`src/rtl/rate_enable_pkg.sv`:
```
// Shared definitions for the rate enable generator: defaults, FSM encodings and
// phase increments for a 24-bit accumulator clocked at 80 GHz (inc = f / 80e9 * 2^24).
package rate_enable_pkg;

   localparam int NUM_CH_DEF   = 4;
   localparam int ACC_W_DEF    = 24;
   localparam int RST_HOLD_DEF = 3;

   typedef enum logic {IDLE = 1'b0, PENDING = 1'b1} sw_state_e;
   typedef enum logic {HOLD = 1'b0, RUN = 1'b1}     seq_state_e;

   localparam logic [23:0] INC_SB_1M      = 24'h0000D2;
   localparam logic [23:0] INC_GEN2_9G697 = 24'h1F07E5;
   localparam logic [23:0] INC_10G        = 24'h200000;
   localparam logic [23:0] INC_GEN3_19G394 = 24'h3E0FCA;
   localparam logic [23:0] INC_20G        = 24'h400000;
   localparam logic [23:0] INC_GEN4_40G   = 24'h800000;

endpackage

```
`src/rtl/rate_enable_gen_nco.sv`:
```
// One-channel phase accumulator: the carry out of acc + inc becomes a one-cycle tick.
// Latency: tick registered one edge after overflow; no backpressure.
module nco_accumulator
   import rate_enable_pkg::*;
#(
   parameter int ACC_W = ACC_W_DEF
) (
   input  logic             local_clk,
   input  logic             rst,
   input  logic             en,
   input  logic             clr,
   input  logic [ACC_W-1:0] inc,
   output logic             tick
);

   logic [ACC_W-1:0] acc;
   logic [ACC_W:0]   sum;

   assign sum = {1'b0, acc} + {1'b0, inc};

   always_ff @(posedge local_clk or negedge rst) begin
      if (!rst) begin
         acc  <= '0;
         tick <= 1'b0;
      end else if (clr || !en) begin
         acc  <= '0;
         tick <= 1'b0;
      end else begin
         acc  <= sum[ACC_W-1:0];
         tick <= sum[ACC_W];
      end
   end

endmodule

```
`src/rtl/rate_enable_gen.sv`:
```
// NCO rate strobes per channel, glitch-free lane-rate switch and a tick-counted downstream reset.
// Latency: ticks one edge after overflow; switches commit on the edge after the target's tick.
module rate_enable_gen
   import rate_enable_pkg::*;
#(
   parameter int NUM_CH   = NUM_CH_DEF,
   parameter int ACC_W    = ACC_W_DEF,
   parameter int RST_HOLD = RST_HOLD_DEF
) (
   input  logic                       local_clk,
   input  logic                       rst,
   input  logic [NUM_CH-1:0]          ch_en,
   input  logic [NUM_CH*ACC_W-1:0]    inc,
   input  logic                       inc_load,
   input  logic [$clog2(NUM_CH)-1:0]  gen_sel,
   output logic [NUM_CH-1:0]          tick,
   output logic                       lane_tick,
   output logic [$clog2(NUM_CH)-1:0]  gen_active,
   output logic                       switch_busy,
   output logic                       sys_rst_n
);

   localparam int SEL_W = $clog2(NUM_CH);
   localparam int CNT_W = (RST_HOLD < 1) ? 1 : $clog2(RST_HOLD + 1);
   localparam logic [CNT_W-1:0] HOLD_CNT = CNT_W'(RST_HOLD);

   logic [ACC_W-1:0] inc_reg [NUM_CH];

   always_ff @(posedge local_clk or negedge rst) begin
      if (!rst) begin
         for (int i = 0; i < NUM_CH; i++) inc_reg[i] <= '0;
      end else if (inc_load) begin
         for (int i = 0; i < NUM_CH; i++) inc_reg[i] <= inc[i*ACC_W +: ACC_W];
      end
   end

   for (genvar g = 0; g < NUM_CH; g++) begin : g_ch
      nco_accumulator #(.ACC_W(ACC_W)) u_nco (
         .local_clk (local_clk),
         .rst       (rst),
         .en        (ch_en[g]),
         .clr       (inc_load),
         .inc       (inc_reg[g]),
         .tick      (tick[g])
      );
   end

   // Lane-rate switch: the new selection only takes effect right after one of its own ticks
   sw_state_e        sw_state, sw_next;
   logic [SEL_W-1:0] target, target_next, gen_active_next;

   always_ff @(posedge local_clk or negedge rst) begin
      if (!rst) begin
         sw_state   <= IDLE;
         target     <= '0;
         gen_active <= '0;
      end else begin
         sw_state   <= sw_next;
         target     <= target_next;
         gen_active <= gen_active_next;
      end
   end

   always_comb begin
      sw_next         = sw_state;
      target_next     = target;
      gen_active_next = gen_active;
      case (sw_state)
         IDLE: begin
            if (gen_sel != gen_active) begin
               sw_next     = PENDING;
               target_next = gen_sel;
            end
         end
         PENDING: begin
            if (tick[target]) begin
               sw_next         = IDLE;
               gen_active_next = target;
            end else if (gen_sel == gen_active) begin
               sw_next = IDLE;
            end else begin
               target_next = gen_sel;
            end
         end
         default: sw_next = IDLE;
      endcase
   end

   always_comb begin
      lane_tick   = (sw_state == IDLE) ? tick[gen_active] : tick[target];
      switch_busy = (sw_state == PENDING);
   end

   // Downstream reset sequencer; deliberately blind to inc_load
   seq_state_e       seq_state, seq_next;
   logic [CNT_W-1:0] hold_cnt, hold_cnt_next;

   always_ff @(posedge local_clk or negedge rst) begin
      if (!rst) begin
         seq_state <= HOLD;
         hold_cnt  <= '0;
      end else begin
         seq_state <= seq_next;
         hold_cnt  <= hold_cnt_next;
      end
   end

   always_comb begin
      seq_next      = seq_state;
      hold_cnt_next = hold_cnt;
      if (seq_state == HOLD) begin
         if (tick[0] && (hold_cnt != HOLD_CNT)) hold_cnt_next = hold_cnt + CNT_W'(1);
         if (hold_cnt_next == HOLD_CNT) seq_next = RUN;
      end
   end

   always_comb begin
      sys_rst_n = (seq_state == RUN);
   end

endmodule

```
`config.mk`:
```
export PLATFORM = sky130hd
export DESIGN_NAME = rate_enable_gen
export DESIGN_NICKNAME = d
export VERILOG_FILES = /design/src/rtl/rate_enable_pkg.sv /design/src/rtl/rate_enable_gen_nco.sv /design/src/rtl/rate_enable_gen.sv
export SDC_FILE = /design/constraint.sdc
export NUM_CORES = 1
export LEC_CHECK = 0
export ABC_AREA = 1
export BUFFER_PORTS_ARGS = -buffer_cell sky130_fd_sc_hd__buf_2
export CAP_MARGIN = 0
export CORE_UTILIZATION = 40
export DETAILED_ROUTE_END_ITERATION = 12
export PLACE_DENSITY = 0.66
export SYNTH_ARGS = -nofsm -noshare
export SYNTH_HDL_FRONTEND = slang
export SYNTH_SLANG_ARGS = --single-unit
export TNS_END_PERCENT = 100
```
`constraint.sdc`:
```
create_clock -name local_clk -period 4.9 [get_ports local_clk]
set_input_delay 0.49 -clock local_clk [delete_from_list [all_inputs] [get_ports local_clk]]
set_output_delay 0.49 -clock local_clk [all_outputs]
set_load 0.01 [all_outputs]
```
==> results.md <==
- Clock tree from TritonCTS: built
- Run status: finished, violations left
- Routed vias: 12990
- Final core occ: 45.99%
- Worst hold-check slack: -15.09 ps
- Number of optimization iterations in the first detailed-route pass: 7
- Slowest-stage cell, CP: sky130_fd_sc_hd__dfrtp_1
- CP Launch Type: flip-flop
- Leakage: 9.623 nW
- Combinational fraction of design power: 23.2%
- Maximum fanout count along the critical path: 7
- Clock root buffer: sky130_fd_sc_hd__clkbuf_16
- Cell area after technology mapping: 13990 µm²
- Number of cells on the worst reg-to-reg path: 13
- Number of endpoints failing setup at the final stage: 0
- Die Span X: 189.0 µm
- Net count of the mapped netlist: 2366
- Maximum clock path buffer count: 3
- Clock insertion delay at the later pin of the skew report: 530 ps
- GRT Total Usage: 19.75%
- Antenna violations before repair: 1
- Sequential share of power: 39.3%
- Violated checks: hold timing
- CP top delay family: compound AO/OA/AOI/OAI gates
- Max-slew headroom at the worst pin: 46.35%
- Top area cells in the synthesized netlist: sky130_fd_sc_hd__dfrtp_1 (36%), sky130_fd_sc_hd__nand2_1 (25%), sky130_fd_sc_hd__inv_1 (9.7%)
- Internal reg-to-reg setup slack: 2800 ps
- Switching share of power: 32.40%
- Number of buffers created by CTS: 25
- Async SR Flop Fraction: 100.0%
- Worst Path Required: 4410 ps
- Drt first-iter violations: 716
- Maximum number of pins on one net before global-route repair: 105
- Seq/Total Area, Yosys: 36.48%
- Pins Over Slew Limit: 0
- Vertical die dimension: 189.0 µm
- Max IR drop VDD: 301.5 µV
- Pwr/cell area: 314.5 nW/µm²
- Wire length of the first global-routing pass: 58.17 mm
- Mapped Avg Cell Area: 6.479 µm²
- Cell count after synthesis: 2160
- Post-route antenna net violation count: 0
- List of most frequent post-synthesis cells: sky130_fd_sc_hd__nand2_1 (934), sky130_fd_sc_hd__inv_1 (363), sky130_fd_sc_hd__dfrtp_1 (204)
- Primary FF master, synth: sky130_fd_sc_hd__dfrtp_1
- CP arrival: 1980 ps
- Number of enable flip-flop cells after synthesis: 0
- Post-cts gate resize count: 0
- Slew of the pin with the lowest slew margin: 804.8 ps
- Placeable core area: 34460 µm²
- Worst Path Class, Setup: flip-flop to output port
- Area of the multi-input gates: 7353 µm²
- Most used standard cell by instance count after synthesis: sky130_fd_sc_hd__nand2_1
- Library cell with the largest summed area after synthesis: sky130_fd_sc_hd__dfrtp_1
- Hold Fails Final Rpt: 5
- Global-route congestion overflow total: 0
- # hold bufs at CTS: 0
- Die area: 35740 µm²
- FF+latch count, synth: 204
- DR WL/cell: 12.59 µm
- Total of max-cap violations: 0
- Min cycle time layout: 2465 ps
- Critical Path, Cell by Cell: a21oi_1 -> o21a_1 -> o31ai_1 -> buf_2
- Number of stages on the worst setup path: 4
- Endpoint class of the critical path: output port
- Setup TNS: 0 ps
- FF/Latch Area: 5105 µm²
- I/O pin cnt: 114
- Average vias per placed instance: 4.735
- Initial Utilization: 40.61%
- Worst setup skew after layout: 9.540 ps
- Startpoint of the worst-slack reg-to-reg timing path: inc_reg[48]
- Maximum achievable frequency: 0.4056 GHz
- Routability-driven placement congestion ratio: 0.9446
- Sw Pwr: 1.615 mW
- Count of nets after finishing: 2475
- Crit path largest cell delay: 550 ps
- Total of buffers placed on input and output ports: 113
- Endpoint of the worst-slack reg-to-reg timing path: g_ch[1].u_nco.tick
- Proportion of layout cells with a drive suffix above 1: 8.829%
- Number of remaining DRC errors: 0
- Number of placement rows: 68
- Count of synthesis-stage warnings from yosys: 0
- Postcts setup bufs: 0
- Post-synthesis to final-layout area growth: 13.24%
- Half-perimeter wire length after detailed placement: 26.54 mm
- H-tree lvl count: 1
- Diode count: 0
- Type of the most critical hold path: input pin to asynchronous set/reset pin
- Post-synth top area share: 36.48%
- Filler instances: 3631
- TritonCTS Sinks: 204
- Total wire length after detailed routing: 34.54 mm
- Final period util: 50.31%
- Clock network fraction of total power: 37.5%
- Count of buffering cells on the critical path with inverters included: 1
- Post-synthesis cell type count: 31
- Pint: 3.369 mW
- Unrepaired setup endpoints after global routing: false
- Reg clk slew, reported paths: 60 ps
- Number of global-route vias before repair: 12420
power by group through the flow:
stage / combinational (mW) / clock, mW / sequential [mW]
2_1_floorplan: 0.834 / 0 / 1.95
3_3_place_gp: 1.13 / 0 / 1.98
3_5_place_dp: 1.16 / 0 / 1.99
4_1_cts: 1.16 / 1.93 / 1.96
5_1_grt: 1.34 / 1.99 / 1.98
6_report: 1.16 / 1.87 / 1.96
layout make-up:
class	instances	share of cell area, %
sequential	204	32.21
tap	455	3.592
timing repair buffer	115	3.821
multi-input combinational	1559	46.40
clock inverter	14	0.8290
clock buffer	32	4.492
inverter	364	8.653
worst max path at each step:
| stage | end | slack (ps) | startpoint |
|---|---|---|---|
| after global routing | lane_tick | 2310 | gen_active[0] |
| after global placement | g_ch[2].u_nco.acc[3] | 2160 | inc_load |
| after floorplan | g_ch[1].u_nco.tick | 3070 | g_ch[1].u_nco.acc[0] |
| after detailed placement | g_ch[2].u_nco.acc[6] | 2030 | inc_load |
| final | lane_tick | 2430 | gen_active[0] |
| after CTS | lane_tick | 2370 | gen_active[0] |
through the flow:
stage | setup WS [ps] | hold WS [ps] | instances | power [mW] | instance area (µm²)
after global routing | 2311 | 44.04 | 2743 | 5.310 | 15850
after detailed placement | 2031 | 464.4 | 2697 | 3.145 | 15000
after global placement | 2163 | 463.6 | 2697 | 3.115 | 15000
after CTS | 2367 | 19.52 | 2743 | 5.052 | 15850
final | 2435 | -15.09 | 2743 | 4.984 | 15850
after floorplan | 3067 | 194.4 | 2160 | 2.788 | 13990
layout by cell type (no fill, tap or decap):
master                      netlist  layout
sky130_fd_sc_hd__nor2_2          11      11
sky130_fd_sc_hd__nand2_2         19      19
sky130_fd_sc_hd__fa_1             4       4
sky130_fd_sc_hd__o21ai_0         45      45
sky130_fd_sc_hd__nand3_1         78      78
sky130_fd_sc_hd__xor2_1           2       2
sky130_fd_sc_hd__a211oi_1         2       2
sky130_fd_sc_hd__buf_4            5       2
sky130_fd_sc_hd__o21bai_1         4       4
sky130_fd_sc_hd__a21oi_2          2       2
sky130_fd_sc_hd__and2_4           4       4
sky130_fd_sc_hd__clkbuf_8         0       6
sky130_fd_sc_hd__nand2_1        934     934
sky130_fd_sc_hd__buf_8            0       1
sky130_fd_sc_hd__nor2_1         190     190
sky130_fd_sc_hd__clkbuf_1         5       1
sky130_fd_sc_hd__nand4_1         20      20
sky130_fd_sc_hd__o21a_1           1       1
sky130_fd_sc_hd__clkinv_4         0       2
sky130_fd_sc_hd__inv_1          363     363
sky130_fd_sc_hd__ha_1            97      97
sky130_fd_sc_hd__nor3_1          19      19
sky130_fd_sc_hd__inv_6            1       2
sky130_fd_sc_hd__buf_2           16     111
sky130_fd_sc_hd__bufinv_16        0       2
sky130_fd_sc_hd__or2_0            2       2
sky130_fd_sc_hd__buf_12           0       1
sky130_fd_sc_hd__clkinv_2         0       9
sky130_fd_sc_hd__dfrtp_1        204     204
sky130_fd_sc_hd__clkbuf_16        0      25
sky130_fd_sc_hd__nand3b_1         8       8
sky130_fd_sc_hd__a21oi_1        110     110
sky130_fd_sc_hd__nor2_4           3       3
sky130_fd_sc_hd__o21ai_1          1       1
sky130_fd_sc_hd__nor3b_2          2       2
sky130_fd_sc_hd__o31ai_1          1       1
layer usage:
layer,vias to the layer above,GRT usage [%],wire length (µm)
met5,-,0,0
met4,0,5.428,867
met3,55,2.539,1614
met2,274,32.81,15520
met1,5854,26.95,16540
li1,6804,-,-
logic make-up after synthesis:
group | synth area share (%)
AOI/OAI and AO/OA | 6.133
and+or+nand+nor | 37.04
adders and majority gates | 9.245
xor gates and xnor gates | 0.1252
DFF | 36.48
buffers and inverters | 10.98
Power figures use the tool's default switching activity.
